## src/rtl/pipeline_hazard_ctrl_pkg.sv

```systemverilog
// rtl/pipeline_hazard_ctrl_pkg.sv - shared types and constants for the pipeline hazard controller
package pipes;

   // Scheduler modes: normal issue, post-load-use bubble, waiting out a
   // wrong-path fetch, and the cycle that applies a deferred redirect.
   typedef enum logic [1:0] {
      RUN    = 2'd0,
      LU_BUB = 2'd1,
      DRAIN  = 2'd2,
      REDIR  = 2'd3
   } hz_state_t;

   // Width of the bus-hang watchdog counter.
   localparam int HZ_TIMEOUT_W = 16;

endpackage

```

## src/rtl/pipeline_hazard_ctrl_hazard_detect.sv

```systemverilog
// rtl/pipeline_hazard_ctrl_hazard_detect.sv - combinational load-use hazard compare
module hazard_detect #(
   parameter int REG_W = 5
) (
   input  logic             ex_is_load_i,
   input  logic [REG_W-1:0] ex_rd_i,
   input  logic [REG_W-1:0] id_rs1_i,
   input  logic [REG_W-1:0] id_rs2_i,
   input  logic             id_use_rs1_i,
   input  logic             id_use_rs2_i,
   output logic             lu_o
);

   // x0 is hardwired to zero, so a load targeting it never creates a dependency.
   assign lu_o = ex_is_load_i && (ex_rd_i != '0) &&
                 ((id_use_rs1_i && (id_rs1_i == ex_rd_i)) ||
                  (id_use_rs2_i && (id_rs2_i == ex_rd_i)));

endmodule

```

## src/rtl/pipeline_hazard_ctrl.sv

```systemverilog
// rtl/pipeline_hazard_ctrl.sv - stall/flush scheduler for the 5-stage pipeline; optional PIPELINE_HAZARD_PERF_EN counters
module pipeline_hazard_ctrl
   import pipes::*;
#(
   parameter int TIMEOUT_CYCLES = 1024,
   parameter int PC_W           = 64,
   parameter int REG_W          = 5
) (
   input  logic             clk,
   input  logic             reset,
   input  logic             ireq_valid,
   input  logic             iresp_data_ok,
   input  logic             dreq_valid,
   input  logic             dresp_data_ok,
   input  logic             br_taken,
   input  logic [PC_W-1:0]  br_target,
   input  logic [REG_W-1:0] id_rs1,
   input  logic [REG_W-1:0] id_rs2,
   input  logic             id_use_rs1,
   input  logic             id_use_rs2,
   input  logic [REG_W-1:0] ex_rd,
   input  logic             ex_is_load,
   output logic             stallpc,
   output logic             stallf,
   output logic             stalld,
   output logic             stallm,
   output logic             flushF,
   output logic             redirect_valid,
   output logic [PC_W-1:0]  redirect_pc,
`ifdef PIPELINE_HAZARD_PERF_EN
   output logic [63:0]      perf_stall_cyc,
   output logic [31:0]      perf_lu_cnt,
   output logic [31:0]      perf_flush_cnt,
`endif
   output logic             error
);

   localparam logic [HZ_TIMEOUT_W-1:0] WD_MAX = HZ_TIMEOUT_W'(TIMEOUT_CYCLES - 1);

   hz_state_t              state_q, state_d;
   logic [PC_W-1:0]        tgt_q, tgt_d;
   logic [HZ_TIMEOUT_W-1:0] wd_q, wd_d;
   logic                   err_q, err_d;
   logic                   lu;
   logic                   br_acc;
   logic                   wd_active;

   hazard_detect #(.REG_W(REG_W)) u_hazard_detect (
      .ex_is_load_i (ex_is_load),
      .ex_rd_i      (ex_rd),
      .id_rs1_i     (id_rs1),
      .id_rs2_i     (id_rs2),
      .id_use_rs1_i (id_use_rs1),
      .id_use_rs2_i (id_use_rs2),
      .lu_o         (lu)
   );

   // Next-state and pipeline controls; a dbus wait outranks branches, which outrank load-use.
   always_comb begin
      state_d        = state_q;
      tgt_d          = tgt_q;
      stallm         = reset & dreq_valid & ~dresp_data_ok;
      stallpc        = 1'b0;
      stallf         = 1'b0;
      stalld         = 1'b0;
      flushF         = 1'b0;
      redirect_valid = 1'b0;
      redirect_pc    = '0;
      br_acc         = 1'b0;
      if (reset) begin
         case (state_q)
            RUN, LU_BUB: begin
               state_d = RUN;
               if (br_taken && !stallm) begin
                  br_acc = 1'b1;
                  flushF = 1'b1;
                  if (ireq_valid && !iresp_data_ok) begin
                     // The in-flight fetch belongs to the wrong path: park the target until it lands.
                     tgt_d   = br_target;
                     stallpc = 1'b1;
                     state_d = DRAIN;
                  end else begin
                     redirect_valid = 1'b1;
                     redirect_pc    = br_target;
                  end
               end else if (lu && !stallm && (state_q == RUN)) begin
                  stallpc = 1'b1;
                  stallf  = 1'b1;
                  stalld  = 1'b1;
                  state_d = LU_BUB;
               end
            end
            DRAIN: begin
               stallpc = 1'b1;
               flushF  = 1'b1;
               if (iresp_data_ok) state_d = REDIR;
            end
            REDIR: begin
               redirect_valid = 1'b1;
               redirect_pc    = tgt_q;
               flushF         = 1'b1;
               state_d        = RUN;
            end
            default: state_d = RUN;
         endcase
      end
   end

   // Watchdog: counts consecutive bus-wait cycles; error latches on the cycle the count sits at its limit.
   always_comb begin
      wd_active = stallm | (state_q == DRAIN);
      wd_d      = '0;
      err_d     = err_q;
      if (wd_active) begin
         wd_d = (wd_q == WD_MAX) ? wd_q : wd_q + HZ_TIMEOUT_W'(1);
         if (wd_q == WD_MAX) err_d = 1'b1;
      end
   end

   // State, pending target and watchdog registers.
   always_ff @(posedge clk or negedge reset) begin
      if (!reset) begin
         state_q <= RUN;
         tgt_q   <= '0;
         wd_q    <= '0;
         err_q   <= 1'b0;
      end else begin
         state_q <= state_d;
         tgt_q   <= tgt_d;
         wd_q    <= wd_d;
         err_q   <= err_d;
      end
   end

   assign error = err_q;

`ifdef PIPELINE_HAZARD_PERF_EN
   // Free-running event counters; they wrap naturally on overflow.
   always_ff @(posedge clk or negedge reset) begin
      if (!reset) begin
         perf_stall_cyc <= '0;
         perf_lu_cnt    <= '0;
         perf_flush_cnt <= '0;
      end else begin
         if (stallm || stallpc) perf_stall_cyc <= perf_stall_cyc + 64'd1;
         if (stalld)            perf_lu_cnt    <= perf_lu_cnt + 32'd1;
         if (br_acc)            perf_flush_cnt <= perf_flush_cnt + 32'd1;
      end
   end
`endif

endmodule
```

## config.mk

```make
export PLATFORM = sky130hd
export DESIGN_NAME = pipeline_hazard_ctrl
export DESIGN_NICKNAME = d
export VERILOG_FILES = /design/src/rtl/pipeline_hazard_ctrl_pkg.sv /design/src/rtl/pipeline_hazard_ctrl_hazard_detect.sv /design/src/rtl/pipeline_hazard_ctrl.sv
export SDC_FILE = /design/constraint.sdc
export NUM_CORES = 1
export LEC_CHECK = 0
export ABC_AREA = 1
export CORE_MARGIN = 3
export CORE_UTILIZATION = 50
export CTS_BUF_LIST = sky130_fd_sc_hd__clkbuf_16
export DETAILED_ROUTE_END_ITERATION = 8
export PLACE_DENSITY = 0.87
export REMOVE_ABC_BUFFERS = 1
export SLEW_MARGIN = 20
export SYNTH_ARGS = -nofsm -noshare
export SYNTH_HDL_FRONTEND = slang
export SYNTH_HIERARCHICAL = 1
export SYNTH_SLANG_ARGS = --single-unit
```

## constraint.sdc

```tcl
create_clock -name clk -period 4.19 [get_ports clk]
set_input_delay 1.257 -clock clk [delete_from_list [all_inputs] [get_ports clk]]
set_output_delay 1.257 -clock clk [all_outputs]
set_load 0.05 [all_outputs]
```

Word-level counts from Yosys, hierarchy flattened
Cells that the tools add are included.
{"block": "op_classes", "n_addsub": 1, "mux": 26, "bitwise_logic": 4, "reduce_logical": 18, "n_eq_ne": 8}
{"cell": "two-way mux 64 bit", "n": 3}
{"cell": "one-hot mux 64 bit (2 select lines)", "n": 1}
{"cell": "two-way mux 16 bit", "n": 2}
{"cell": "adder 16 x 1 -> 16 bit, second input constant", "n": 1}
{"cell": "equality test 16 x 10 -> 1 bit, second input constant", "n": 1}
{"cell": "two-way mux 1 bit", "n": 13}
{"cell": "equality test 5 bit", "n": 2}
{"cell": "logical AND 1 bit", "n": 8}
{"cell": "two-way mux 2 bit", "n": 3}
{"cell": "one-hot mux 1 bit (2 select lines)", "n": 3}
{"cell": "one-hot mux 2 bit (3 select lines)", "n": 1}
{"cell": "nonzero test 5 bit", "n": 1}
{"cell": "equality test 2 bit, second input constant", "n": 2}
{"cell": "inequality test 2 bit, second input constant", "n": 2}
{"cell": "AND reduction 2 bit", "n": 2}
{"cell": "AND reduction 4 bit", "n": 1}
{"cell": "OR reduction 2 bit", "n": 2}
{"cell": "bitwise AND 1 bit", "n": 2}
{"cell": "equality test 2 x 1 -> 1 bit, second input constant", "n": 1}
{"cell": "logical NOT 1 bit", "n": 2}
{"cell": "logical NOT 2 bit", "n": 1}
{"cell": "logical OR 1 bit", "n": 1}
{"cell": "NOT 1 bit", "n": 1}
{"cell": "bitwise OR 1 bit", "n": 1}
{"block": "word_totals", "output_inout_bits": 71, "reg_bits": 83, "elab_cells": 61, "in_bits": 89}

Logic depth before layout (Yosys ltp)
Gate-level depths: netlist (run 1).
{"block": "depth", "word_depth": 10, "mapped_depth": 10, "mapped_depth_nobuf": 10}

By module
Netlist (run 1), hierarchy kept.
{"mod": "pipeline_hazard_ctrl", "instances": 1, "cells_each": 597, "seq_area_each_um2": 2077.0, "area_each_um2": 4488.1}
{"mod": "hazard_detect", "instances": 1, "cells_each": 55, "seq_area_each_um2": 0.0, "area_each_um2": 216.5}

Worst setup path after synthesis (run 1)
No wires, ideal clock.
{"block": "synth_path", "path_kind": "input-to-output", "start": "in ex_rd[3]", "end": "out stallf", "arrival_time_ps": 2852, "n_path_buf": 1, "stages": 9, "required_ps": 2933, "setup_slack_ps": 81, "path_cell_list": "inv_1 -> nand2_1 -> nand2_1 -> nor2_1 -> nand3_1 -> a21oi_1 -> nand4_1 -> nor2_1 -> buf_4"}
{"block": "synth_via", "elab_chain_len": 10, "elab_cells_between_ends": 14, "cone_classes": "eq/ne (2); mux (4); reduce/logical (8)"}
{"item": "start, declared", "line_no": "pipeline_hazard_ctrl.sv:21", "text": "input logic [REG_W-1:0] ex_rd,"}
{"item": "equality test 5 bit, on equally long branches", "line_no": "pipeline_hazard_ctrl_hazard_detect.sv:16, pipeline_hazard_ctrl_hazard_detect.sv:17"}
{"item": "logical AND 1 bit, on equally long branches", "line_no": "pipeline_hazard_ctrl_hazard_detect.sv:16, pipeline_hazard_ctrl_hazard_detect.sv:17"}
{"item": "logical OR 1 bit", "line_no": "pipeline_hazard_ctrl_hazard_detect.sv:16", "text": "((id_use_rs1_i && (id_rs1_i == ex_rd_i)) ||"}
{"item": "logical AND 1 bit (*)", "line_no": "pipeline_hazard_ctrl_hazard_detect.sv:15", "text": "assign lu_o = ex_is_load_i && (ex_rd_i != '0) &&"}
{"item": "net lu", "line_no": "pipeline_hazard_ctrl.sv:44", "text": "logic lu;"}
{"item": "logical AND 1 bit (*) (2 in a row)", "line_no": "pipeline_hazard_ctrl.sv:86", "text": "end else if (lu && !stallm && (state_q == RUN)) begin"}
{"item": "two-way mux 1 bit (*) (4 in a row)"}
{"item": "end, declared", "line_no": "pipeline_hazard_ctrl.sv:24", "text": "output logic stallf,"}
Mark *: on every way through the listed nets, which the timed path passes. The rest lies on a longest branch.

Worst setup path in the final report (run 1)
{"block": "layout_path", "start": "in dresp_data_ok", "end": "out redirect_pc[17]"}
{"block": "layout_via", "elab_chain_len": 7}
{"item": "start, declared", "line_no": "pipeline_hazard_ctrl.sv:14", "text": "input logic dresp_data_ok,"}
{"item": "NOT 1 bit", "line_no": "pipeline_hazard_ctrl.sv:62", "text": "stallm = reset & dreq_valid & ~dresp_data_ok;"}
{"item": "bitwise AND 1 bit", "line_no": "pipeline_hazard_ctrl.sv:62"}
{"item": "logical NOT 1 bit", "line_no": "pipeline_hazard_ctrl.sv:74", "text": "if (br_taken && !stallm) begin"}
{"item": "logical AND 1 bit", "line_no": "pipeline_hazard_ctrl.sv:74"}
{"item": "two-way mux 64 bit", "line_no": "pipeline_hazard_ctrl.sv:74"}
{"item": "one-hot mux 64 bit (2 select lines)", "line_no": "pipeline_hazard_ctrl.sv:71", "text": "case (state_q)"}
{"item": "two-way mux 64 bit", "line_no": "pipeline_hazard_ctrl.sv:70", "text": "if (reset) begin"}
{"item": "end, declared", "line_no": "pipeline_hazard_ctrl.sv:29", "text": "output logic [PC_W-1:0] redirect_pc,"}
No other way between the ends.

==> results.json, run 1 <==
{
  "sw_frac_of_total_pct": 39.4,
  "nets": 884,
  "syn_avg_cell_area_sq_um": 7.22,
  "final_max_slew_viol_count": 0,
  "crit_type": "primary input to output port",
  "ios": 160,
  "dp_cells": 891,
  "crit_path_max_fanout": 50,
  "antenna_found_initial": 0,
  "drive_gt1_share_pct": 14.6,
  "drt_first_pass_iters": 7,
  "yosysWarnings": 6,
  "totalWireLength_um": 15700,
  "synth.cell_area_sq_mm": 0.00470,
  "p_switching_w": 0.00157,
  "clock_sink_count": 83,
  "ant_nets": 0,
  "layout_common_cells": "nand2_1, inv_1, dfrtp_1",
  "dpl-instance-area_sq_mm": 0.00695,
  "final_cells": 907,
  "clock_latency_ns": 0.33,
  "synth-seq-area-share_pct": 44.1,
  "leakagePower_nw": 3.37,
  "fin_hold_ws_ns": 0.460,
  "power.internal_w": 0.00241,
  "root_buffer": "clkbuf_16",
  "cts_tree": "built",
  "final_common_cell": "nand2_1",
  "final.period_utilization_pct": 99.3,
  "vias": 5136,
  "hp-class": "register to register",
  "initial_core_util_pct": 52.7,
  "grt_pass1_vias": 5185,
  "drc": 0,
  "place.gp.congestion": 0.925,
  "relSlewSlack_pct": 46.8,
  "overflow": 0,
  "clkTransAtPathRegs_ns": 0.06,
  "max-vdd-ir-drop_mv": 0.387,
  "crit_path_start_kind": "primary input",
  "cts_max_level": 3,
  "coreArea_sq_mm": 0.00893,
  "required_ns": 2.93,
  "cp-end-kind": "output port",
  "worst_slew_pin_slew_ns": 0.798,
  "fin_skew_ns": 0.00537,
  "p_per_area_mw_per_mm2": 543,
  "ys_types": 27,
  "portBuffers": 159,
  "dieArea_sq_mm": 0.0106,
  "areaGrowthSynthToFinish_pct": 55.7,
  "cts.path.max_buffers": 2,
  "cts_hold_buf": 0,
  "fmax_mhz": 240,
  "pwr-share-seq_pct": 31.5,
  "vias_per_cell": 5.66,
  "n_antenna_cell": 0,
  "rsz0062_at_grt": "true",
  "finalSetupViolCount": 0,
  "die_h_um": 103,
  "wire_per_inst_um": 17.3,
  "rows": 34,
  "grt_max_degree": 97,
  "clkPwrFrac_pct": 21.2,
  "die_width_um": 103,
  "dpl.hpwl_um": 10600,
  "fin_area_sq_mm": 0.00733,
  "utilization_pct": 82.0,
  "drtIter0Drc": 338,
  "max_cap_viol_count": 0,
  "worstPathArrival_ns": 2.90,
  "ys_ff_latch": 83,
  "syn_inst": 652,
  "layout_min_cycle_time_ns": 4.16,
  "grt_pass1_wl_um": 24800,
  "cts_buffers": 9,
  "grt_usage_pct": 29.8,
  "power_w": 0.00398,
  "status": "finished clean",
  "finalHoldViolCount": 0,
  "pwr-share-comb_pct": 47.3
}
cell families (layout without fill, tap and decap cells):
group | count (synthesis) | after routing | share of synthesized area [%]
fa+ha+maj | 1 | 1 | 0.266
simple gates | 281 | 281 | 24.1
buf+inv | 139 | 286 | 13.7
xor+xnor | 1 | 1 | 0.186
compound gates | 147 | 147 | 17.6
flops | 83 | 83 | 44.1
worst paths after layout:
path                       slack (ns)  cells after the start     startpoint         endpoint
max                              0.03                      9  dresp_data_ok  redirect_pc[17]
min                              0.46                      2          error            error
max reg2reg                      2.26                      6     state_q[1]        tgt_q[63]
min reg2reg                      0.46                      2          error            error
max in group asynchronous        2.68                      2          reset        tgt_q[37]
min in group asynchronous        0.74                      1          reset       state_q[0]
state kept, by name, indices dropped and copies added, names as in the netlist:
| signal | count |
|---|---|
| tgt_q | 64 |
| wd_q | 16 |
| state_q | 2 |
| error | 1 |
power by group through the flow:
stage	clock, W	combinational (W)	sequential, W
2_1_floorplan	0	0.000990	0.00121
3_3_place_gp	0	0.00177	0.00123
6_report	0.000843	0.00188	0.00125
3_5_place_dp	0	0.00184	0.00125
5_1_grt	0.000883	0.00200	0.00127
4_1_cts	0.000844	0.00186	0.00125
synthesized netlist by cell type:
library cell / count / area share (%)
dfrtp_1: 83 / 44
ha_1: 1 / 0.27
nand4_1: 6 / 0.80
nor3b_1: 1 / 0.16
inv_1: 98 / 7.8
nor2_4: 1 / 0.24
buf_6: 9 / 2.2
o21ai_1: 60 / 6.4
buf_2: 4 / 0.43
a21o_1: 1 / 0.16
o21bai_1: 3 / 0.48
o21ai_0: 9 / 0.96
a22oi_1: 1 / 0.16
nor2_1: 43 / 3.4
nor2_2: 1 / 0.13
or2_2: 2 / 0.27
nand3_2: 1 / 0.21
a21oi_1: 9 / 0.96
inv_2: 4 / 0.32
nand3_1: 16 / 1.7
o22ai_1: 64 / 8.5
nand2_1: 206 / 16
buf_4: 13 / 2.1
nand2_2: 3 / 0.40
clkbuf_1: 11 / 0.88
xnor2_1: 1 / 0.19
nor3_4: 1 / 0.35
metal layers:
layer / share of wire, % / GRT usage [%]
met2: 52 / 52.3
met4: 3.1 / 8.47
met3: 8.3 / 9.13
met5: 0 / 0
met1: 36 / 35.3
critical path: stages:
cell             delay [ns]
clkdlybuf4s50_1        0.47
inv_1                  0.05
nand3_2                0.07
nand2_2                0.09
inv_1                  0.10
nand3_2                0.10
buf_12                 0.20
o22ai_1                0.35
buf_12                 0.19
through the flow:
| step | TNS [ns] | setup WS, ns |
|---|---|---|
| 2_1_floorplan | -61.37 | -0.940 |
| 3_3_place_gp | 0 | 0.0835 |
| 4_1_cts | 0 | 0.00351 |
| 3_5_place_dp | -0.0602 | -0.0602 |
| 6_report | 0 | 0.0287 |
| 5_1_grt | -0.408 | -0.0545 |
timing repair:
action,4_1_cts,5_1_grt
setup buffers,0,0
pin swaps,4,6
resized for setup,4,16
endpoints found under the hold margin,0,0
endpoints found under the setup margin,1,17
cell type report:
type | instances | area, sq um
clock buffers | 9 | 225
well taps | 108 | 135
fillers | 512 | 1610
repair buffers | 168 | 2390
multi-input cells | 430 | 2030
clock inverters | 7 | 91.3
flip-flops and latches | 83 | 2080
inverters | 102 | 383
No activity file was read; power rests on OpenSTA's default activity.
==> run 2: changes to the inputs <==
--- a/config.mk
+++ b/config.mk
@@ -12,6 +12,7 @@
 export DETAILED_ROUTE_END_ITERATION = 8
 export PLACE_DENSITY = 0.87
 export REMOVE_ABC_BUFFERS = 1
+export SKIP_CTS_REPAIR_TIMING = 1
 export SLEW_MARGIN = 20
 export SYNTH_ARGS = -nofsm -noshare
 export SYNTH_HDL_FRONTEND = slang
==> results.json, run 2 (synthesized netlist as in run 1, its figures left out) <==
{
  "status": "finished clean",
  "regMostFlops": "tgt_q",
  "max-vdd-ir-drop_mv": 0.387,
  "largest_registers": "tgt_q: 64 flops, wd_q: 16 flops, state_q: 2 flops",
  "p_per_area_mw_per_mm2": 542,
  "clkTransAtPathRegs_ns": 0.06,
  "dpl.hpwl_um": 10600,
  "utilization_pct": 82.2,
  "grt_pass1_vias": 5179,
  "clock_latency_ns": 0.33,
  "nets": 884,
  "startpoint": "dresp_data_ok",
  "place.gp.congestion": 0.925,
  "final_max_slew_viol_count": 0,
  "required_ns": 2.93,
  "crit_path_start_kind": "primary input",
  "final_common_cell": "nand2_1",
  "totalWireLength_um": 15900,
  "root_buffer": "clkbuf_16",
  "cts_buffers": 9,
  "antenna_found_initial": 0,
  "fmax_mhz": 240,
  "crit_path_max_fanout": 50,
  "vias": 5169,
  "nFillCells": 508,
  "r2r_setup_slack_ns": 2.27,
  "coreArea_sq_mm": 0.00893,
  "dieArea_sq_mm": 0.0106,
  "drtIter0Drc": 309,
  "cts_max_level": 3,
  "rsz0062_at_grt": "true",
  "power_w": 0.00398,
  "overflow": 0,
  "crit_type": "primary input to output port",
  "max_cap_viol_count": 0,
  "cts.path.max_buffers": 2,
  "ios": 160,
  "worstHoldStart": "error",
  "regToRegStartpoint": "state_q[1]",
  "die_width_um": 103,
  "worstPathArrival_ns": 2.90,
  "finalHoldViolCount": 0,
  "worst_slew_pin_slew_ns": 0.801,
  "cp-end-kind": "output port",
  "holdPathStages": 2,
  "finalSetupTns_ns": 0,
  "final.period_utilization_pct": 99.3,
  "portBuffers": 159,
  "leakagePower_nw": 3.41,
  "grt_max_degree": 97,
  "fin_skew_ns": 0.00677,
  "layout_common_cells": "nand2_1, inv_1, dfrtp_1",
  "cts_tree": "built",
  "die_h_um": 103,
  "r2r_cells": 6,
  "vias_per_cell": 5.70,
  "n_antenna_cell": 0,
  "rows": 34,
  "hp-class": "register to register",
  "hold_end": "error",
  "finalSetupViolCount": 0,
  "largest_reg_flops": 64,
  "drt_first_pass_iters": 5,
  "relSlewSlack_pct": 46.6,
  "fin_hold_ws_ns": 0.460,
  "layout_min_cycle_time_ns": 4.16,
  "grt_pass1_wl_um": 24800,
  "grt_usage_pct": 29.7,
  "ant_nets": 0,
  "r2r-end": "tgt_q[63]",
  "seq_area_sq_mm": 0.00208,
  "clock_sink_count": 83,
  "drc": 0,
  "initial_core_util_pct": 52.7,
  "wire_per_inst_um": 17.5,
  "areaGrowthSynthToFinish_pct": 56.2,
  "drive_gt1_share_pct": 15.1,
  "multiInputGateArea_sq_mm": 0.00204
}
-- run 2: how the worst max path moves through the flow --
stage | endpoint | slack [ns] | cells after the start
floorplan | redirect_pc[0] | -0.94 | 6
global placement | stallpc | 0.08 | 12
detailed placement | stallpc | -0.06 | 12
CTS | stallpc | -0.08 | 12
global route | redirect_pc[49] | -0.04 | 9
finish | redirect_pc[17] | 0.03 | 9
-- run 2: per-layer routing --
layer  track usage (%)  part of all wire (%)  up-vias
met5                 0                     0        -
met4              8.57                   3.2        0
met3              9.07                   8.8       54
met2              52.0                    52      276
met1              35.2                    36     2470
li1                  -                     -     2369
-- run 2: cell type report --
| type | count | area share, % |
|---|---|---|
| clock buffers | 9 | 3.07 |
| clock inverters | 7 | 1.24 |
| inverters | 102 | 5.21 |
| flip-flops and latches | 83 | 28.3 |
| well taps | 108 | 1.84 |
| repair buffers | 168 | 32.7 |
| multi-input cells | 430 | 27.7 |
-- run 2: report_power, final --
part / switching (W) / leakage, nW / internal (W)
Sequential: 0.000125 / 1.02 / 0.00113
Combinational: 0.00112 / 2.24 / 0.000765
Clock: 0.000323 / 0.147 / 0.000520
Total: 0.00157 / 3.41 / 0.00241
-- run 2: worst max-delay path: stages --
cell	delay (ns)
clkdlybuf4s50_1	0.47
inv_1	0.05
nand3_2	0.07
nand2_2	0.09
inv_1	0.10
nand3_2	0.10
buf_12	0.19
o22ai_1	0.35
buf_12	0.19
-- run 2: stage by stage --
stage                     cells  setup slack [ns]  instance area, sq um
after floorplan             615            -0.940                  4440
after global placement      891            0.0835                  6950
after detailed placement    891           -0.0602                  6950
after CTS                   907           -0.0765                  7270
after global routing        907           -0.0437                  7350
final                       907            0.0301                  7350
